===== src/rtl/dac_sample_packer.sv =====
// dac_sample_packer
// Buffers four-sample input words in a small FIFO and streams one word per
// cycle onto four registered DAC lanes (s0 earliest). An IDLE/FILL/RUN
// controller waits for a start level before streaming, drops back to FILL on
// underflow, and marks the first word of each frame.
// Optional build macro DAC_PACKER_RAMP_EN adds input test_ramp, which
// replaces the popped data with a counting ramp while streaming.
module dac_sample_packer #(
    parameter int DATA_WIDTH  = 17,
    parameter int FIFO_DEPTH  = 8,
    parameter int START_LEVEL = 4,
    parameter int FRAME_LEN   = 16,
    parameter logic [DATA_WIDTH-1:0] IDLE_CODE = '0
) (
    input  logic                          clk,
    input  logic                          rst,
    input  logic                          enable,
    input  logic                          s_valid,
    output logic                          s_ready,
    input  logic [4*DATA_WIDTH-1:0]       s_data,
`ifdef DAC_PACKER_RAMP_EN
    input  logic                          test_ramp,
`endif
    output logic [DATA_WIDTH-1:0]         data_s0,
    output logic [DATA_WIDTH-1:0]         data_s1,
    output logic [DATA_WIDTH-1:0]         data_s2,
    output logic [DATA_WIDTH-1:0]         data_s3,
    output logic                          frame_start,
    output logic                          running,
    output logic                          underflow,
    output logic [15:0]                   underflow_count,
    output logic [$clog2(FIFO_DEPTH):0]   fifo_level
);

    localparam int AW  = $clog2(FIFO_DEPTH);
    localparam int LW  = AW + 1;
    localparam int WW  = 4 * DATA_WIDTH;
    localparam int FCW = $clog2(FRAME_LEN);

    typedef enum logic [1:0] {
        ST_IDLE = 2'd0,
        ST_FILL = 2'd1,
        ST_RUN  = 2'd2
    } state_t;

    state_t              r_state;
    logic [WW-1:0]       r_mem [FIFO_DEPTH];
    logic [AW:0]         r_wr_ptr;
    logic [AW:0]         r_rd_ptr;
    logic [WW-1:0]       r_lanes;
    logic                r_frame_start;
    logic                r_running;
    logic                r_underflow;
    logic [15:0]         r_underflow_count;
    logic [FCW-1:0]      r_frame_cnt;

    logic [LW-1:0]       w_level;
    logic                w_push;
    logic                w_pop;
    logic                w_flush;
    logic                w_run_entry;
    logic [WW-1:0]       w_idle_word;
    logic [WW-1:0]       w_fifo_word;
    logic [WW-1:0]       w_lane_src;
    logic [DATA_WIDTH-1:0] w_lane [4];

    // Pointers carry one extra MSB so full and empty are distinguishable.
    assign w_level     = r_wr_ptr - r_rd_ptr;
    assign s_ready     = (w_level < LW'(FIFO_DEPTH)) && (r_state != ST_IDLE);
    assign w_push      = s_valid && s_ready;
    // Pop only what was present at cycle start; a same-cycle push never falls through.
    assign w_pop       = enable && (r_state == ST_RUN) && (w_level != '0);
    assign w_flush     = !enable || (r_state == ST_IDLE);
    assign w_run_entry = enable && (r_state == ST_FILL) && (w_level >= LW'(START_LEVEL));
    assign w_fifo_word = r_mem[r_rd_ptr[AW-1:0]];

    generate
        for (genvar gi = 0; gi < 4; gi++) begin : g_lane
            assign w_idle_word[gi*DATA_WIDTH +: DATA_WIDTH] = IDLE_CODE;
            assign w_lane[gi] = r_lanes[gi*DATA_WIDTH +: DATA_WIDTH];
        end
    endgenerate

`ifdef DAC_PACKER_RAMP_EN
    logic [DATA_WIDTH-1:0] r_ramp;
    logic [WW-1:0]         w_ramp_word;

    generate
        for (genvar gi = 0; gi < 4; gi++) begin : g_ramp
            assign w_ramp_word[gi*DATA_WIDTH +: DATA_WIDTH] = r_ramp + DATA_WIDTH'(gi);
        end
    endgenerate

    // Ramp base restarts at zero on each RUN entry and advances by one word per pop.
    always_ff @(posedge clk) begin
        if (rst || w_run_entry) begin
            r_ramp <= '0;
        end else if (w_pop) begin
            r_ramp <= r_ramp + DATA_WIDTH'(4);
        end
    end

    assign w_lane_src = test_ramp ? w_ramp_word : w_fifo_word;
`else
    assign w_lane_src = w_fifo_word;
`endif

    // FIFO storage write port; contents need no reset since the pointers define validity.
    always_ff @(posedge clk) begin
        if (w_push) begin
            r_mem[r_wr_ptr[AW-1:0]] <= s_data;
        end
    end

    // FIFO pointers: cleared whenever idle or disabled, otherwise advanced by push/pop.
    always_ff @(posedge clk) begin
        if (rst || w_flush) begin
            r_wr_ptr <= '0;
            r_rd_ptr <= '0;
        end else begin
            if (w_push) begin
                r_wr_ptr <= r_wr_ptr + 1'b1;
            end
            if (w_pop) begin
                r_rd_ptr <= r_rd_ptr + 1'b1;
            end
        end
    end

    // Stream controller with registered lanes, frame marker and underflow tracking.
    always_ff @(posedge clk) begin
        if (rst || !enable) begin
            r_state           <= ST_IDLE;
            r_lanes           <= w_idle_word;
            r_frame_start     <= 1'b0;
            r_running         <= 1'b0;
            r_underflow       <= 1'b0;
            r_underflow_count <= '0;
            r_frame_cnt       <= '0;
        end else begin
            case (r_state)
                ST_IDLE: begin
                    r_lanes       <= w_idle_word;
                    r_frame_start <= 1'b0;
                    r_running     <= 1'b0;
                    r_frame_cnt   <= '0;
                    r_state       <= ST_FILL;
                end
                ST_FILL: begin
                    r_lanes       <= w_idle_word;
                    r_frame_start <= 1'b0;
                    r_running     <= 1'b0;
                    if (w_run_entry) begin
                        r_frame_cnt <= '0;
                        r_state     <= ST_RUN;
                    end
                end
                ST_RUN: begin
                    if (w_pop) begin
                        r_lanes       <= w_lane_src;
                        r_running     <= 1'b1;
                        r_frame_start <= (r_frame_cnt == '0);
                        if (r_frame_cnt == FCW'(FRAME_LEN - 1)) begin
                            r_frame_cnt <= '0;
                        end else begin
                            r_frame_cnt <= r_frame_cnt + FCW'(1);
                        end
                    end else begin
                        // Starved: show one idle word and go back to refilling.
                        r_lanes       <= w_idle_word;
                        r_running     <= 1'b0;
                        r_frame_start <= 1'b0;
                        r_underflow   <= 1'b1;
                        if (r_underflow_count != 16'hFFFF) begin
                            r_underflow_count <= r_underflow_count + 16'd1;
                        end
                        r_state       <= ST_FILL;
                    end
                end
                default: begin
                    r_lanes       <= w_idle_word;
                    r_frame_start <= 1'b0;
                    r_running     <= 1'b0;
                    r_state       <= ST_IDLE;
                end
            endcase
        end
    end

    assign data_s0         = w_lane[0];
    assign data_s1         = w_lane[1];
    assign data_s2         = w_lane[2];
    assign data_s3         = w_lane[3];
    assign frame_start     = r_frame_start;
    assign running         = r_running;
    assign underflow       = r_underflow;
    assign underflow_count = r_underflow_count;
    assign fifo_level      = w_level;

endmodule


===== config.mk =====
export PLATFORM = sky130hd
export DESIGN_NAME = dac_sample_packer
export DESIGN_NICKNAME = d
export VERILOG_FILES = /design/src/rtl/dac_sample_packer.sv
export SDC_FILE = /design/constraint.sdc
export NUM_CORES = 1
export LEC_CHECK = 0
export CORE_MARGIN = 2
export CORE_UTILIZATION = 63
export DETAILED_ROUTE_END_ITERATION = 12
export GPL_TIMING_DRIVEN = 0
export PLACE_DENSITY = 0.84
export SYNTH_ARGS = -nofsm -noshare
export SYNTH_HDL_FRONTEND = slang
export SYNTH_SLANG_ARGS = --single-unit

===== constraint.sdc =====
create_clock -name clk -period 22.2 [get_ports clk]
set_input_delay 4.44 -clock clk [delete_from_list [all_inputs] [get_ports clk]]
set_output_delay 4.44 -clock clk [all_outputs]
set_load 0.05 [all_outputs]

[Word level (Yosys, flattened, before mapping)]
Memories as Yosys holds them, arrays and structs flattened. A register that Yosys moved wholly into a read port is not among the register bits.
Index checks and enable logic that the tools add are counted.
W data, S select, Z words.
Cells by class
  multiply operators: 0
  reduce and logical (&&, ||, !) cells: 21
  magnitude comparators: 2
  bitwise gates (word level): 2
  equality and inequality tests: 7
  $add $sub $neg: 5
  divide/modulo/power cells: 0
  mux-type cells: 10
  shifts and indexed selects: 0
Operators by type and width (count)
  $add A16 B1 Y16 const B: 1
  $ne A16 B16 Y1 const B: 1
  $add A4 B1 Y4 const B: 3
  $mux W4: 3
  $pmux W4 S3: 1
  $logic_and A1 B1 Y1: 6
  $ne A2 B2 Y1 const B: 3
  $pmux W2 S3: 1
  $reduce_and A3 Y1: 2
  $eq A4 B4 Y1 const B: 1
  $ge A4 B3 Y1 const B: 1
  $logic_not A4 Y1: 1
  $lt A4 B4 Y1 const B: 1
  $mux W2: 2
  $reduce_and A2 Y1: 2
  $reduce_bool A4 Y1: 1
  $sub A4 B4 Y4: 1
  $logic_or A1 B1 Y1: 3
  $mux W1: 3
  $reduce_bool A3 Y1: 1
  $reduce_or A3 Y1: 1
  $eq A2 B1 Y1 const B: 1
  $eq A2 B2 Y1 const B: 1
  $logic_not A2 Y1: 1
  4 further kinds: 5
Word-level totals
  input bits: 72
  RAM bits: 544
  bits in latches: 0
  memories: 1
  word-level logic and storage cells: 56
  output and inout bits: 92
  flip-flop bits (word level): 33
  bits in read-only memories: 0
Memories
  r_mem: words 8, bits a word 68, rd ports 1, clocked after Yosys merged registers in 1, write ports 1, line 47  | logic [WW-1:0] r_mem [FIFO_DEPTH];

[Depth between registers and ports, before layout]
  word-level depth: 6
  depth in mapped cells: 14
  depth with buffers taken out: 10

[Worst setup path before layout]
OpenSTA, ideal clock, no wires.
  kind: input to register
  from: input s_valid
  to: memory r_mem[2][0] (netlist name), enable pin
  setup slack: 9.947 ns
  stages on the path: 2
  required time: 21.513 ns
  setup time: 0.687 ns
  path buffers: 0
  arrival: 11.566 ns
  path through: nand2_1 -> nor4b_1
On the way
  word-level cells in the longest chain between the ends: 3
Ends and longest elaborated chain
  start, declared: line 18  | input logic s_valid,
  $logic_and A1 B1 Y1: line 70  | assign w_push = s_valid && s_ready;
  $mux W1: line 110  | if (w_push) begin
  $mux W1 (implied by the code): line 111  | r_mem[r_wr_ptr[AW-1:0]] <= s_data;
  end, declared: line 47
No other way between the ends.

[Worst setup path in the final report]
  from: register r_rd_ptr[1]
  to: output s_ready
On the way
  word-level cells in the longest chain between the ends: 3
Ends and longest elaborated chain
  start, declared: line 49  | logic [AW:0] r_rd_ptr;
  start signal, assigned: line 125  | r_rd_ptr <= r_rd_ptr + 1'b1;
  $sub A4 B4 Y4: line 68  | assign w_level = r_wr_ptr - r_rd_ptr;
  $lt A4 B4 Y1: line 69  | assign s_ready = (w_level < LW'(FIFO_DEPTH)) && (r_state != ST_IDLE);
  $logic_and A1 B1 Y1: line 69
  end, declared: line 19  | output logic s_ready,
No other way between the ends.

==> impl_summary.txt <==
----------------------------------------------------
[Synth]
  Synth top area share ... 69.1%
  Part of the Yosys area used for sequential elements ... 77.6%
  Post-synthesis cell area ... 23700 um^2
  Most area-consuming cells after synthesis ... sky130_fd_sc_hd__edfxtp_1 69%, sky130_fd_sc_hd__mux4_2 13%, sky130_fd_sc_hd__dfxtp_1 8.5%, sky130_fd_sc_hd__nand2_1 2.4%, sky130_fd_sc_hd__a21oi_1 1.7%
  Synth unique cells ... 49
  Number of synthesized flops with an enable pin ... 544
  Most common cell in the synthesized netlist ... sky130_fd_sc_hd__edfxtp_1
  Synthesized instance count ... 1222
  Fraction of synthesis flops using an asynchronous set or reset pin ... 0%
  Syn Nets ... 1303
  Biggest area consumer among synthesized cells ... sky130_fd_sc_hd__edfxtp_1
  Number of flip-flops and latches in the synthesized netlist ... 645
  Commonest cells in the synthesized netlist ... 544 x sky130_fd_sc_hd__edfxtp_1, 151 x sky130_fd_sc_hd__nand2_1, 136 x sky130_fd_sc_hd__mux4_2, 101 x sky130_fd_sc_hd__dfxtp_1, 79 x sky130_fd_sc_hd__a21oi_1
  Ys Warns ... 0
  Mean instance size in the synthesized netlist ... 19.4 um^2
  Top_reg_cell synth ... sky130_fd_sc_hd__edfxtp_1

[Routing]
  Number of optimization iterations in the first detailed-route pass ... 6
  Average via count per standard cell ... 6.13
  Vias post-DR ... 12464
  Antenna Violating Nets Remaining ... 0
  DRC Markers ... 0
  WL/cell ... 25.2 um
  Iter 0 DRT Violations ... 1203
  Total detailed-routing wirelength ... 51400 um

[Clock network]
  CTS buffer count ... 60
  CTS H-Tree Depth ... 2
  Hold bufs inserted after CTS ... 0
  Clock slew seen by the registers of the worst setup and hold paths ... 0.06 ns
  TritonCTS clock tree ... yes
  Source-to-sink clock delay at the later pin of the worst-skew pair ... 0.61 ns
  Cts repair resizes ... 0
  Buffer depth of the longest clock path ... 3
  Number of post-CTS setup repair buffers ... 0
  Clock Sink Count ... 645
  Buffer cell driving the clock tree root ... sky130_fd_sc_hd__clkbuf_16

[Global routing]
  Total track usage ... 27.0%
  Global-route wire length before repair ... 76300 um
  Antenna violations before repair ... 4
  Maximum number of pins on one net before global-route repair ... 29
  Vias in the first global route ... 12746
  Overall overflow remaining after global route ... 0

[Finish]
  Net count reported at finish ... 1593
  Finished Layout Cells ... 2034
  Layout area overhead ... 20.7%
  Fraction of layout instances using a drive strength above 1 ... 21.1%

[STA]
  Setup TNS ... 0 ns
  Fmax ... 113 MHz
  Slew HR ... 20.5%
  Slew of the pin with the lowest slew margin ... 1.18 ns
  Worst clock skew on the final layout ... 0.0170 ns
  Tmin final ... 8.88 ns
  Period utilization ... 40.0%
  Finish-stage setup viols ... 0
  Unrepaired setup endpoints after global routing ... false
  Number of max-slew violations in the final report ... 0
  Worst hold slack ... 0.489 ns
  Final Hold Fails ... 0

[Power]
  Worst IR drop on VDD ... 0.0746 mV
  Reported leakage power ... 9.27 nW
  Ratio of total power to cell area ... 82.8 nW/um^2

[Floorplan]
  Total core area ... 36800 um^2
  Site Rows ... 70
  Die H ... 198 um
  Total I/O pin count ... 164
  Starting density of the core ... 64.3%
  Overall die area ... 39100 um^2
  Die width ... 198 um

[Job]
  Count of max-cap constraint violations ... 0

[Placed design]
  Detailed-placement wirelength estimate ... 33000 um
  Placed Cells incl. Taps ... 1918
  Total of buffers placed on input and output ports ... 163
  Routability congestion estimate ... 0.830

[Critical path]
  CP max stage delay ... 0.86 ns
  CP Data Required Time ... 17.76 ns
  CP Class ... flip-flop to output port
  Worst setup SP type ... flip-flop
  Sequence of cells on the critical path ... clkbuf_1 -> buf_1 -> inv_1 -> ha_1 -> and3b_1 -> o21ai_1 -> nand2_1 -> nor2_1 -> clkdlybuf4s50_1
  Data arrival at the endpoint of the critical path ... 4.44 ns
  Type of destination of the critical path ... output port
  Crit-path slowest cell ... sky130_fd_sc_hd__clkdlybuf4s50_1
  Worst Path Max Fanout ... 10

[Outcome]
  Outcome ... complete, no violations

[Worst hold path]
  Worst min path class ... flip-flop to flip-flop

----------------------------------------------------
==> flip-flops by register name, summed over array words and instances, names as in the netlist <==
name	count
r_rd_ptr	4
underflow	1
frame_start	1
running	1
r_lanes	68
r_wr_ptr	4
underflow_count	16
r_mem	544
r_state	2
r_frame_cnt	4
==> placed cells by master, fill, tap and decap left out, types with 5 or more instances in the layout <==
cell	instances
sky130_fd_sc_hd__edfxtp_1	544
sky130_fd_sc_hd__nor2_1	35
sky130_fd_sc_hd__clkbuf_1	48
sky130_fd_sc_hd__clkinv_1	5
sky130_fd_sc_hd__a21oi_1	79
sky130_fd_sc_hd__buf_4	31
sky130_fd_sc_hd__buf_6	31
sky130_fd_sc_hd__mux4_2	136
sky130_fd_sc_hd__clkbuf_16	61
sky130_fd_sc_hd__ha_1	8
sky130_fd_sc_hd__nand4_1	5
sky130_fd_sc_hd__inv_1	11
sky130_fd_sc_hd__dfxtp_1	101
sky130_fd_sc_hd__nand3_1	11
sky130_fd_sc_hd__clkdlybuf4s50_1	163
sky130_fd_sc_hd__buf_1	9
sky130_fd_sc_hd__xnor2_1	16
sky130_fd_sc_hd__clkbuf_8	15
sky130_fd_sc_hd__buf_2	23
sky130_fd_sc_hd__clkinv_2	7
sky130_fd_sc_hd__nor3_1	8
sky130_fd_sc_hd__nand2_1	151
==> power breakdown <==
part / internal (W) / switching (W) / total (W)
combinational: 0.0000168 / 0.0000204 / 0.0000372
sequential: 0.00132 / 0.00000124 / 0.00132
clock: 0.000590 / 0.000420 / 0.00101
total: 0.00192 / 0.000442 / 0.00236
==> kinds of logic after synthesis <==
logic type	share of synthesized area [%]
and+or+nand+nor	4.52
buffers and inverters	1.38
AOI/OAI and AO/OA	2.18
muxes	13.0
adders and majority gates	0.508
xor gates and xnor gates	0.809
DFF	77.6
==> layout make-up <==
| cell class | count | area (um^2) |
|---|---|---|
| antenna | 2 | 5.00 |
| buffer | 62 | 280 |
| clock buffer | 97 | 1810 |
| clock inverter | 17 | 161 |
| fill | 1926 | 8240 |
| inverter | 12 | 45.0 |
| multi-input combinational | 503 | 5020 |
| sequential | 645 | 18400 |
| tap | 468 | 586 |
| timing repair buffer | 228 | 2280 |
==> worst max-delay path: cells and delay by family (launching register included) <==
| kind | cells | cell delay [ns] |
|---|---|---|
| AOI/OAI and AO/OA | 1 | 0.21 |
| DFF | 1 | 0.41 |
| buffers and inverters | 4 | 2.28 |
| adders and majority gates | 1 | 0.35 |
| and+or+nand+nor | 3 | 0.57 |
==> per-stage QoR <==
step | setup WS, ns | power [W] | util (%) | area (um^2)
after floorplan | 9.95 | 0.00135 | - | 23700
after global placement | 3.09 | 0.00138 | 70.3 | 25900
after detailed placement | 13.98 | 0.00138 | 72.2 | 26600
after CTS | 13.32 | 0.00238 | 77.6 | 28500
after global routing | 13.14 | 0.00243 | 77.6 | 28500
final | 13.32 | 0.00236 | 77.6 | 28500
==> per-layer routing <==
layer  track usage [%]  vias up  wire length, um
met4              9.13        4             1430
met2              46.4      581            26500
li1                  -     5401                -
met5                 0        -               25
met3              4.34      103             3580
met1              35.7     6375            19800
==> final timing paths <==
path	depth (start not counted)	slack, ns	startpoint	endpoint
worst max-delay path	9	13.32	r_rd_ptr[1]	s_ready
worst min-delay path	2	0.49	r_frame_cnt[0]	r_frame_cnt[0]
worst max register to register	14	16.99	r_rd_ptr[1]	r_mem[0][58]
worst min register to register	2	0.49	r_frame_cnt[0]	r_frame_cnt[0]
Note: power is estimated with default switching activity, not from simulation.
